<file path="config.mk">
export PLATFORM = sky130hd
export DESIGN_NAME = vga_text_overlay
export DESIGN_NICKNAME = d
export VERILOG_FILES = /design/src/rtl/vga_text_pkg.sv /design/src/rtl/font_rom.sv /design/src/rtl/vga_text_overlay_blink_gen.sv /design/src/rtl/vga_text_overlay.sv
export SDC_FILE = /design/constraint.sdc
export NUM_CORES = 1
export LEC_CHECK = 0
export ABC_CLOCK_PERIOD_IN_PS = 4400
export CORE_ASPECT_RATIO = 1.1
export CORE_MARGIN = 4
export CORE_UTILIZATION = 52
export DETAILED_ROUTE_END_ITERATION = 8
export PLACE_DENSITY_LB_ADDON = 0.25
export RECOVER_POWER = 50
export SLEW_MARGIN = 0
export SYNTH_ARGS = -nofsm -noshare
export SYNTH_HDL_FRONTEND = slang
export SYNTH_SLANG_ARGS = --single-unit
</file>
<file path="constraint.sdc">
create_clock -name CLK -period 4.4 [get_ports CLK]
set_clock_uncertainty 0.2 [all_clocks]
set_input_delay 0.44 -clock CLK [delete_from_list [all_inputs] [get_ports CLK]]
set_output_delay 0.44 -clock CLK [all_outputs]
set_load 0.005 [all_outputs]
</file>
<file path="src/rtl/vga_text_pkg.sv">
// Shared character codes, colours and row tables for the VGA text overlay.
// Label and separator tables are indexed by display row.
package vga_text_pkg;

    localparam logic [7:0] CH_SPACE = 8'h20;
    localparam logic [7:0] CH_DASH  = 8'h2D;
    localparam logic [7:0] CH_SLASH = 8'h2F;
    localparam logic [7:0] CH_COLON = 8'h3A;
    localparam logic [7:0] CH_GLYPH = 8'h06;

    localparam logic [2:0] COL_BLACK  = 3'b000;
    localparam logic [2:0] COL_LABEL  = 3'b010;
    localparam logic [2:0] COL_DIGIT  = 3'b111;
    localparam logic [2:0] COL_CURSOR = 3'b001;
    localparam logic [2:0] COL_ALARM  = 3'b001;
    localparam logic [2:0] COL_GLYPH  = 3'b111;

    localparam logic [0:3][39:0] LABEL = {"FECHA", "HORA ", "TIMER", "ALARM"};
    localparam logic [0:3][7:0]  SEP   = {CH_SLASH, CH_COLON, CH_COLON, CH_COLON};

    typedef enum logic [1:0] {
        RG_NONE,
        RG_LABEL,
        RG_DIGIT,
        RG_GLYPH
    } region_e;

    typedef struct packed {
        logic [2:0] bit_sel;
        logic [2:0] fg;
        logic [2:0] bg;
        logic       in_region;
        logic       vid;
    } pix_stage_t;

    function automatic logic [7:0] bcd_char(input logic [3:0] nib);
        return (nib > 4'd9) ? CH_DASH : {4'h3, nib};
    endfunction

    function automatic logic [7:0] label_char(input logic [1:0] r,
                                              input logic [2:0] i);
        logic [39:0] s;
        s = LABEL[r] << {i, 3'b000};
        return s[39:32];
    endfunction

    function automatic logic [7:0] sep_char(input logic [1:0] r);
        return SEP[r];
    endfunction

endpackage

</file>
<file path="src/rtl/font_rom.sv">
// Synchronous 128-char x 16-row font; glyphs occupy rows 4..10 of each cell.
// Only the characters used by the overlay carry bitmaps; the rest read blank.
module font_rom (
    input  logic        clk,
    input  logic [10:0] addr,
    output logic [7:0]  data
);

    logic [55:0] g;
    logic [3:0]  row;
    logic [7:0]  d;

    assign row = addr[3:0];

    always_comb begin
        g = 56'h0;
        case (addr[10:4])
            7'h06: g = 56'h183C3C3C7EFF18;
            7'h2D: g = 56'h0000007E000000;
            7'h2F: g = 56'h060C0C18303060;
            7'h30: g = 56'h3C666E7666663C;
            7'h31: g = 56'h1838181818187E;
            7'h32: g = 56'h3C66060C18307E;
            7'h33: g = 56'h3C66061C06663C;
            7'h34: g = 56'h0C1C3C6C7E0C0C;
            7'h35: g = 56'h7E607C0606663C;
            7'h36: g = 56'h3C607C6666663C;
            7'h37: g = 56'h7E060C18303030;
            7'h38: g = 56'h3C66663C66663C;
            7'h39: g = 56'h3C66663E060C38;
            7'h3A: g = 56'h00181800181800;
            7'h41: g = 56'h183C66667E6666;
            7'h43: g = 56'h3C66606060663C;
            7'h45: g = 56'h7E60607C60607E;
            7'h46: g = 56'h7E60607C606060;
            7'h48: g = 56'h6666667E666666;
            7'h49: g = 56'h3C18181818183C;
            7'h4C: g = 56'h6060606060607E;
            7'h4D: g = 56'h63777F6B636363;
            7'h4F: g = 56'h3C66666666663C;
            7'h52: g = 56'h7C66667C786C66;
            7'h54: g = 56'h7E181818181818;
            default: g = 56'h0;
        endcase
    end

    always_comb begin
        d = 8'h00;
        if (row >= 4'd4 && row <= 4'd10)
            d = 8'(g >> {3'(4'd10 - row), 3'b000});
    end

    always_ff @(posedge clk) begin
        data <= d;
    end

endmodule

</file>
<file path="src/rtl/vga_text_overlay_blink_gen.sv">
// Free-running blink phase: toggles once every DIV clock cycles.
// Shared by display blocks that need a common blink cadence.
module blink_gen #(
    parameter int DIV = 12500000
) (
    input  logic CLK,
    input  logic RESET,
    output logic phase
);

    localparam int CW = (DIV > 1) ? $clog2(DIV) : 1;

    logic [CW-1:0] cnt;
    logic          wrap;

    assign wrap = (cnt == CW'(DIV - 1));

    always_ff @(posedge CLK) begin
        if (RESET) begin
            cnt   <= '0;
            phase <= 1'b0;
        end else if (wrap) begin
            cnt   <= '0;
            phase <= ~phase;
        end else begin
            cnt <= cnt + CW'(1);
        end
    end

endmodule

</file>
<file path="src/rtl/vga_text_overlay.sv">
// Text overlay for RTC rows: labels, BCD digit fields with cursor, alarm glyph.
// Field data is snapshotted at frame start; output lags pixel input by 2 cycles.
module vga_text_overlay #(
    parameter int ROWS         = 3,
    parameter int ROW0         = 1,
    parameter int LABEL_COL    = 18,
    parameter int DIGIT_COL    = 8,
    parameter int SYM_ROW      = 9,
    parameter int SYM_COL      = 32,
    parameter int BLINK_DIV    = 12500000,
    parameter int CURSOR_BLINK = 0
) (
    input  logic                CLK,
    input  logic                RESET,
    input  logic [9:0]          pix_x,
    input  logic [9:0]          pix_y,
    input  logic                video_on,
    input  logic [ROWS*24-1:0]  field_bcd,
    input  logic [ROWS*3-1:0]   cursor_en,
    input  logic                alarm_on,
    output logic                frame_load,
    output logic [2:0]          graph_rgb
);

    import vga_text_pkg::*;

    logic [ROWS*24-1:0] bcd_q;
    logic [ROWS*3-1:0]  cur_q;
    logic               snap_valid;
    logic               blink_phase;

    blink_gen #(
        .DIV (BLINK_DIV)
    ) u_blink (
        .CLK   (CLK),
        .RESET (RESET),
        .phase (blink_phase)
    );

    assign frame_load = !RESET && (pix_x == 10'd0) && (pix_y == 10'd0);

    // Drawing reads only these shadows, so a frame never mixes old and new data.
    always_ff @(posedge CLK) begin
        if (RESET) begin
            bcd_q      <= '0;
            cur_q      <= '0;
            snap_valid <= 1'b0;
        end else if (frame_load) begin
            bcd_q      <= field_bcd;
            cur_q      <= cursor_en;
            snap_valid <= 1'b1;
        end
    end

    logic [5:0] col;
    logic [4:0] crow;
    logic [3:0] frow;
    logic       on_screen;
    logic       cur_ok;

    assign col       = pix_x[9:4];
    assign crow      = pix_y[9:5];
    assign frow      = pix_y[4:1];
    assign on_screen = (pix_x < 10'd640) && (pix_y < 10'd480);
    assign cur_ok    = (CURSOR_BLINK == 0) || blink_phase;

    region_e    rg;
    logic [6:0] char_c;
    logic [2:0] fg_c;
    logic [2:0] bg_c;

    always_comb begin
        rg     = RG_NONE;
        char_c = 7'(CH_SPACE);
        fg_c   = COL_BLACK;
        bg_c   = COL_BLACK;
        if (on_screen) begin
            for (int r = 0; r < ROWS; r++) begin
                for (int i = 0; i < 5; i++) begin
                    if (rg == RG_NONE &&
                        int'(crow) == ROW0 + 2*r &&
                        int'(col) == LABEL_COL + i) begin
                        rg     = RG_LABEL;
                        char_c = 7'(label_char(2'(r), 3'(i)));
                        fg_c   = COL_LABEL;
                    end
                end
            end
            for (int r = 0; r < ROWS; r++) begin
                for (int j = 0; j < 3; j++) begin
                    for (int d = 0; d < 2; d++) begin
                        if (rg == RG_NONE &&
                            int'(crow) == ROW0 + 2*r + 1 &&
                            int'(col) == DIGIT_COL + 3*j + d) begin
                            rg     = RG_DIGIT;
                            char_c = 7'(bcd_char(
                                bcd_q[(3*r+j)*8 + 4*(1-d) +: 4]));
                            fg_c   = COL_DIGIT;
                            if (cur_q[3*r+j] && cur_ok)
                                bg_c = COL_CURSOR;
                        end
                    end
                    if (j < 2 && rg == RG_NONE &&
                        int'(crow) == ROW0 + 2*r + 1 &&
                        int'(col) == DIGIT_COL + 3*j + 2) begin
                        rg     = RG_DIGIT;
                        char_c = 7'(sep_char(2'(r)));
                        fg_c   = COL_DIGIT;
                    end
                end
            end
            if (rg == RG_NONE &&
                int'(crow) == SYM_ROW &&
                int'(col) == SYM_COL) begin
                rg     = RG_GLYPH;
                char_c = 7'(CH_GLYPH);
                fg_c   = (alarm_on && blink_phase) ? COL_ALARM : COL_GLYPH;
            end
        end
    end

    // The ROM's registered read is the stage-1 address register.
    logic [10:0] rom_addr;
    logic [7:0]  rom_data;

    assign rom_addr = {char_c, frow};

    font_rom u_font (
        .clk  (CLK),
        .addr (rom_addr),
        .data (rom_data)
    );

    pix_stage_t st1;

    always_ff @(posedge CLK) begin
        if (RESET) begin
            st1 <= '0;
        end else begin
            st1.bit_sel   <= pix_x[3:1];
            st1.fg        <= fg_c;
            st1.bg        <= bg_c;
            st1.in_region <= (rg != RG_NONE);
            st1.vid       <= video_on && snap_valid;
        end
    end

    logic font_bit;

    assign font_bit = rom_data[~st1.bit_sel];

    always_ff @(posedge CLK) begin
        if (RESET)
            graph_rgb <= COL_BLACK;
        else if (!st1.vid)
            graph_rgb <= COL_BLACK;
        else if (font_bit)
            graph_rgb <= st1.fg;
        else if (st1.in_region)
            graph_rgb <= st1.bg;
        else
            graph_rgb <= COL_BLACK;
    end

endmodule

</file>
==> results.py <==
metrics = {
    "status": {
        "outcome": "finished with violations",
        "violations": "capacitance limit, slew limit",
    },
    "synth": {
        "synth_nets": 1233,
        "ys_seq_area_frac": 0.3101,
        "synth_area_leaders": "dfxtp_1 (31%), nand2_1 (10%), a21oi_1 (7.7%)",
        "ys_warn_count": 0,
        "postSynthCellCount": 1125,
        "synth_seq_cells": 127,
        "yosysTopAreaCellShare": 0.3101,
        "ys_async_sr_fraction": 0,
        "synth_edf_count": 0,
        "ys.flop_type": "dfxtp_1",
        "synth.largest_area_cell": "dfxtp_1",
        "synth_area_per_cell_um2": 7.288,
        "synth_cell_types": 105,
        "synth_area_um2": 8199,
    },
    "placement": {
        "dp.cells": 1578,
        "placed_cell_area_um2": 10870,
        "gp_congestion": 1.054,
        "dp_slack_ps": -403.9,
        "dp_hpwl_um": 26530,
        "portBuffers": 108,
    },
    "worst_setup_path": {
        "path_cells": "clkdlybuf4s50_1 > or4b_1 > or4_1 > a41oi_1 > a31oi_1 > or3_1 > a21oi_4 > buf_4 > a211o_1 > o2111ai_1 > and2_1 > or2_0 > a2111oi_1 > a2111oi_2",
        "r2r_cells": 14,
        "worstPathRequired_ps": 4480,
        "cpPeakStageDelay_ps": 660,
        "regToRegSetupSlack_ps": 320,
        "critPathBufInv": 2,
        "crit_family": "simple AND/OR/NAND/NOR gates",
        "arrival_ps": 4450,
        "crit_path_end_kind": "register",
        "cp_max_fo": 8,
        "crit_path_top_delay_cell": "or4b_1",
        "rr_endpoint": "u_font.data[1]",
        "r2r-start": "bcd_q[51]",
        "start_kind": "primary input",
        "path_class": "in2reg",
    },
    "sta": {
        "setup_tns_ps": 0,
        "fin_crit_ps": 4370,
        "hold_ws_ps": 165.5,
        "hold_viol": 0,
        "worstMarginPinSlew_ps": 3594,
        "relSlewSlack": -1.396,
        "fmax_ghz": 0.2288,
        "drv_slew": 87,
        "fin_ws_ps": 29.73,
        "setup_viol": 0,
        "finalCritPeriodShare": 0.9932,
    },
    "global_route": {
        "grt_overflow": 0,
        "track_usage": 0.3794,
        "grt_max_degree": 87,
        "grt_pass1_vias": 10018,
        "antenna_found_initial": 0,
        "grt_pass1_wl_um": 53480,
    },
    "route": {
        "avgViaCountPerCell": 6.339,
        "drc": 0,
        "wirelength_um": 34660,
        "vias": 10206,
        "drtAntennaViolNets": 0,
        "firstDrtPassIters": 8,
        "first_iter_violations": 1138,
        "wl_per_cell_um": 21.53,
    },
    "min_path": {
        "min_to": "st1[9]",
        "hold_class": "in2reg",
        "holdPathStages": 2,
        "min_from": "RESET",
    },
    "die": {
        "die_y_um": 139.7,
        "initial_core_util": 0.5383,
        "core_um2": 15230,
        "rows": 47,
        "die_w_um": 127.7,
        "dieArea_um2": 17840,
        "ios": 109,
    },
    "finish": {
        "layout_common_cells": "nand2_1 (226), buf_4 (216), dfxtp_1 (127)",
        "instances_no_fill": 1610,
        "final_core_util": 0.7584,
        "drive_above_1_share": 0.2115,
        "layout_commonest_cell": "nand2_1",
        "insertedDiodeCount": 0,
        "fin_area_um2": 11550,
        "nets": 1509,
        "area_growth_pct": 40.88,
    },
    "power": {
        "ir_drop_mv": 0.2691,
        "p_leak_nw": 4.250,
        "total_power_mw": 2.980,
        "p_per_area_nw_per_um2": 258.0,
    },
    "clocking": {
        "cts_inserted_buffers": 17,
        "htreeDepth": 4,
        "cts_root_buf": "clkbuf_16",
        "tritoncts": "yes",
        "cts.path.max_buffers": 2,
        "cts_setup_buffers": 0,
        "clkTransAtPathRegs_ps": 70,
        "cts.repair.resized": 0,
        "hold_buffers": 0,
        "clock_latency_ps": 440,
        "clkSinkCount": 127,
    },
    "run": {
        "cap_violations": 1,
    },
}
-- logic make-up (layout without fill, tap and decap cells) --
family	count (synthesis)	in the layout	synth area share
AOI/OAI and AO/OA	309	309	0.2448
xor gates and xnor gates	28	28	0.02991
adders and majority gates	3	3	0.004579
buffers and inverters	90	379	0.05463
DFF	127	127	0.3101
muxes	5	5	0.009918
and+or+nand+nor	563	563	0.3461
-- sequential cells by signal (all words and copies together), names as in the netlist --
register,cells
snap_valid,1
u_blink.phase,1
st1,9
u_font.data,8
graph_rgb,3
bcd_q,72
cur_q,9
u_blink.cnt,24
-- Yosys cell counts (4+ instances only) --
| cell type | number |
|---|---|
| nand2b_1 | 14 |
| o41ai_1 | 4 |
| nor2b_1 | 11 |
| nor4_1 | 17 |
| inv_1 | 15 |
| a31oi_1 | 12 |
| and2_1 | 11 |
| xnor2_1 | 11 |
| o21ai_1 | 4 |
| or3_1 | 11 |
| o32ai_1 | 7 |
| nor4b_1 | 4 |
| and3b_1 | 4 |
| nor3b_1 | 9 |
| nand4_1 | 17 |
| buf_2 | 16 |
| o22ai_1 | 9 |
| buf_6 | 5 |
| o21ai_0 | 36 |
| o31ai_1 | 7 |
| nand3b_1 | 6 |
| nand2_1 | 226 |
| nand3_1 | 50 |
| nor2_1 | 92 |
| xor2_1 | 17 |
| dfxtp_1 | 127 |
| or4_1 | 7 |
| a21oi_1 | 126 |
| clkbuf_1 | 40 |
| a211o_1 | 5 |
| a211oi_1 | 13 |
| nor3_1 | 31 |
| a32oi_1 | 4 |
| o211ai_1 | 15 |
| and3_1 | 4 |
| nand4b_1 | 13 |
| a21o_1 | 4 |
| buf_4 | 8 |
| o21a_1 | 11 |
| a311o_1 | 4 |
-- worst max-delay path by stage --
stage / cells past startpoint / startpoint / end / slack (ps)
finish: 14 / pix_x[6] / u_font.data[1] / 30
global route: 18 / pix_x[7] / u_font.data[4] / -70
CTS: 14 / pix_x[9] / u_font.data[1] / 20
detailed placement: 14 / pix_x[9] / u_font.data[1] / -400
global placement: 16 / pix_x[9] / u_font.data[6] / -320
floorplan: 14 / pix_x[6] / u_font.data[6] / 520
-- where the power goes --
part           switching (mW)  leakage (nW)  internal (mW)  total [mW]
Sequential            0.00351          1.02           1.15        1.16
Combinational           0.195          2.94          0.195       0.390
Clock                   0.627         0.282          0.806        1.43
-- layer usage --
metal | share of wire | vias to the layer above | wire length (um) | global-route usage
met5 | 0 | - | 0 | 0
met4 | 0.072 | 0 | 2498 | 0.2207
met3 | 0.087 | 218 | 3023 | 0.08547
met2 | 0.47 | 629 | 16250 | 0.6324
met1 | 0.37 | 4699 | 12880 | 0.4433
li1 | - | 4660 | - | -
-- cell type report --
type / count / area [um^2]
Clock buffer: 17 / 425.4
Clock inverter: 15 / 166.4
Fill cell: 1119 / 3680
Inverter: 17 / 63.81
Multi-Input combinational cell: 908 / 5303
Sequential cell: 127 / 2542
Tap cell: 196 / 245.2
Timing Repair Buffer: 330 / 2805
Power figures use the tool's default switching activity.
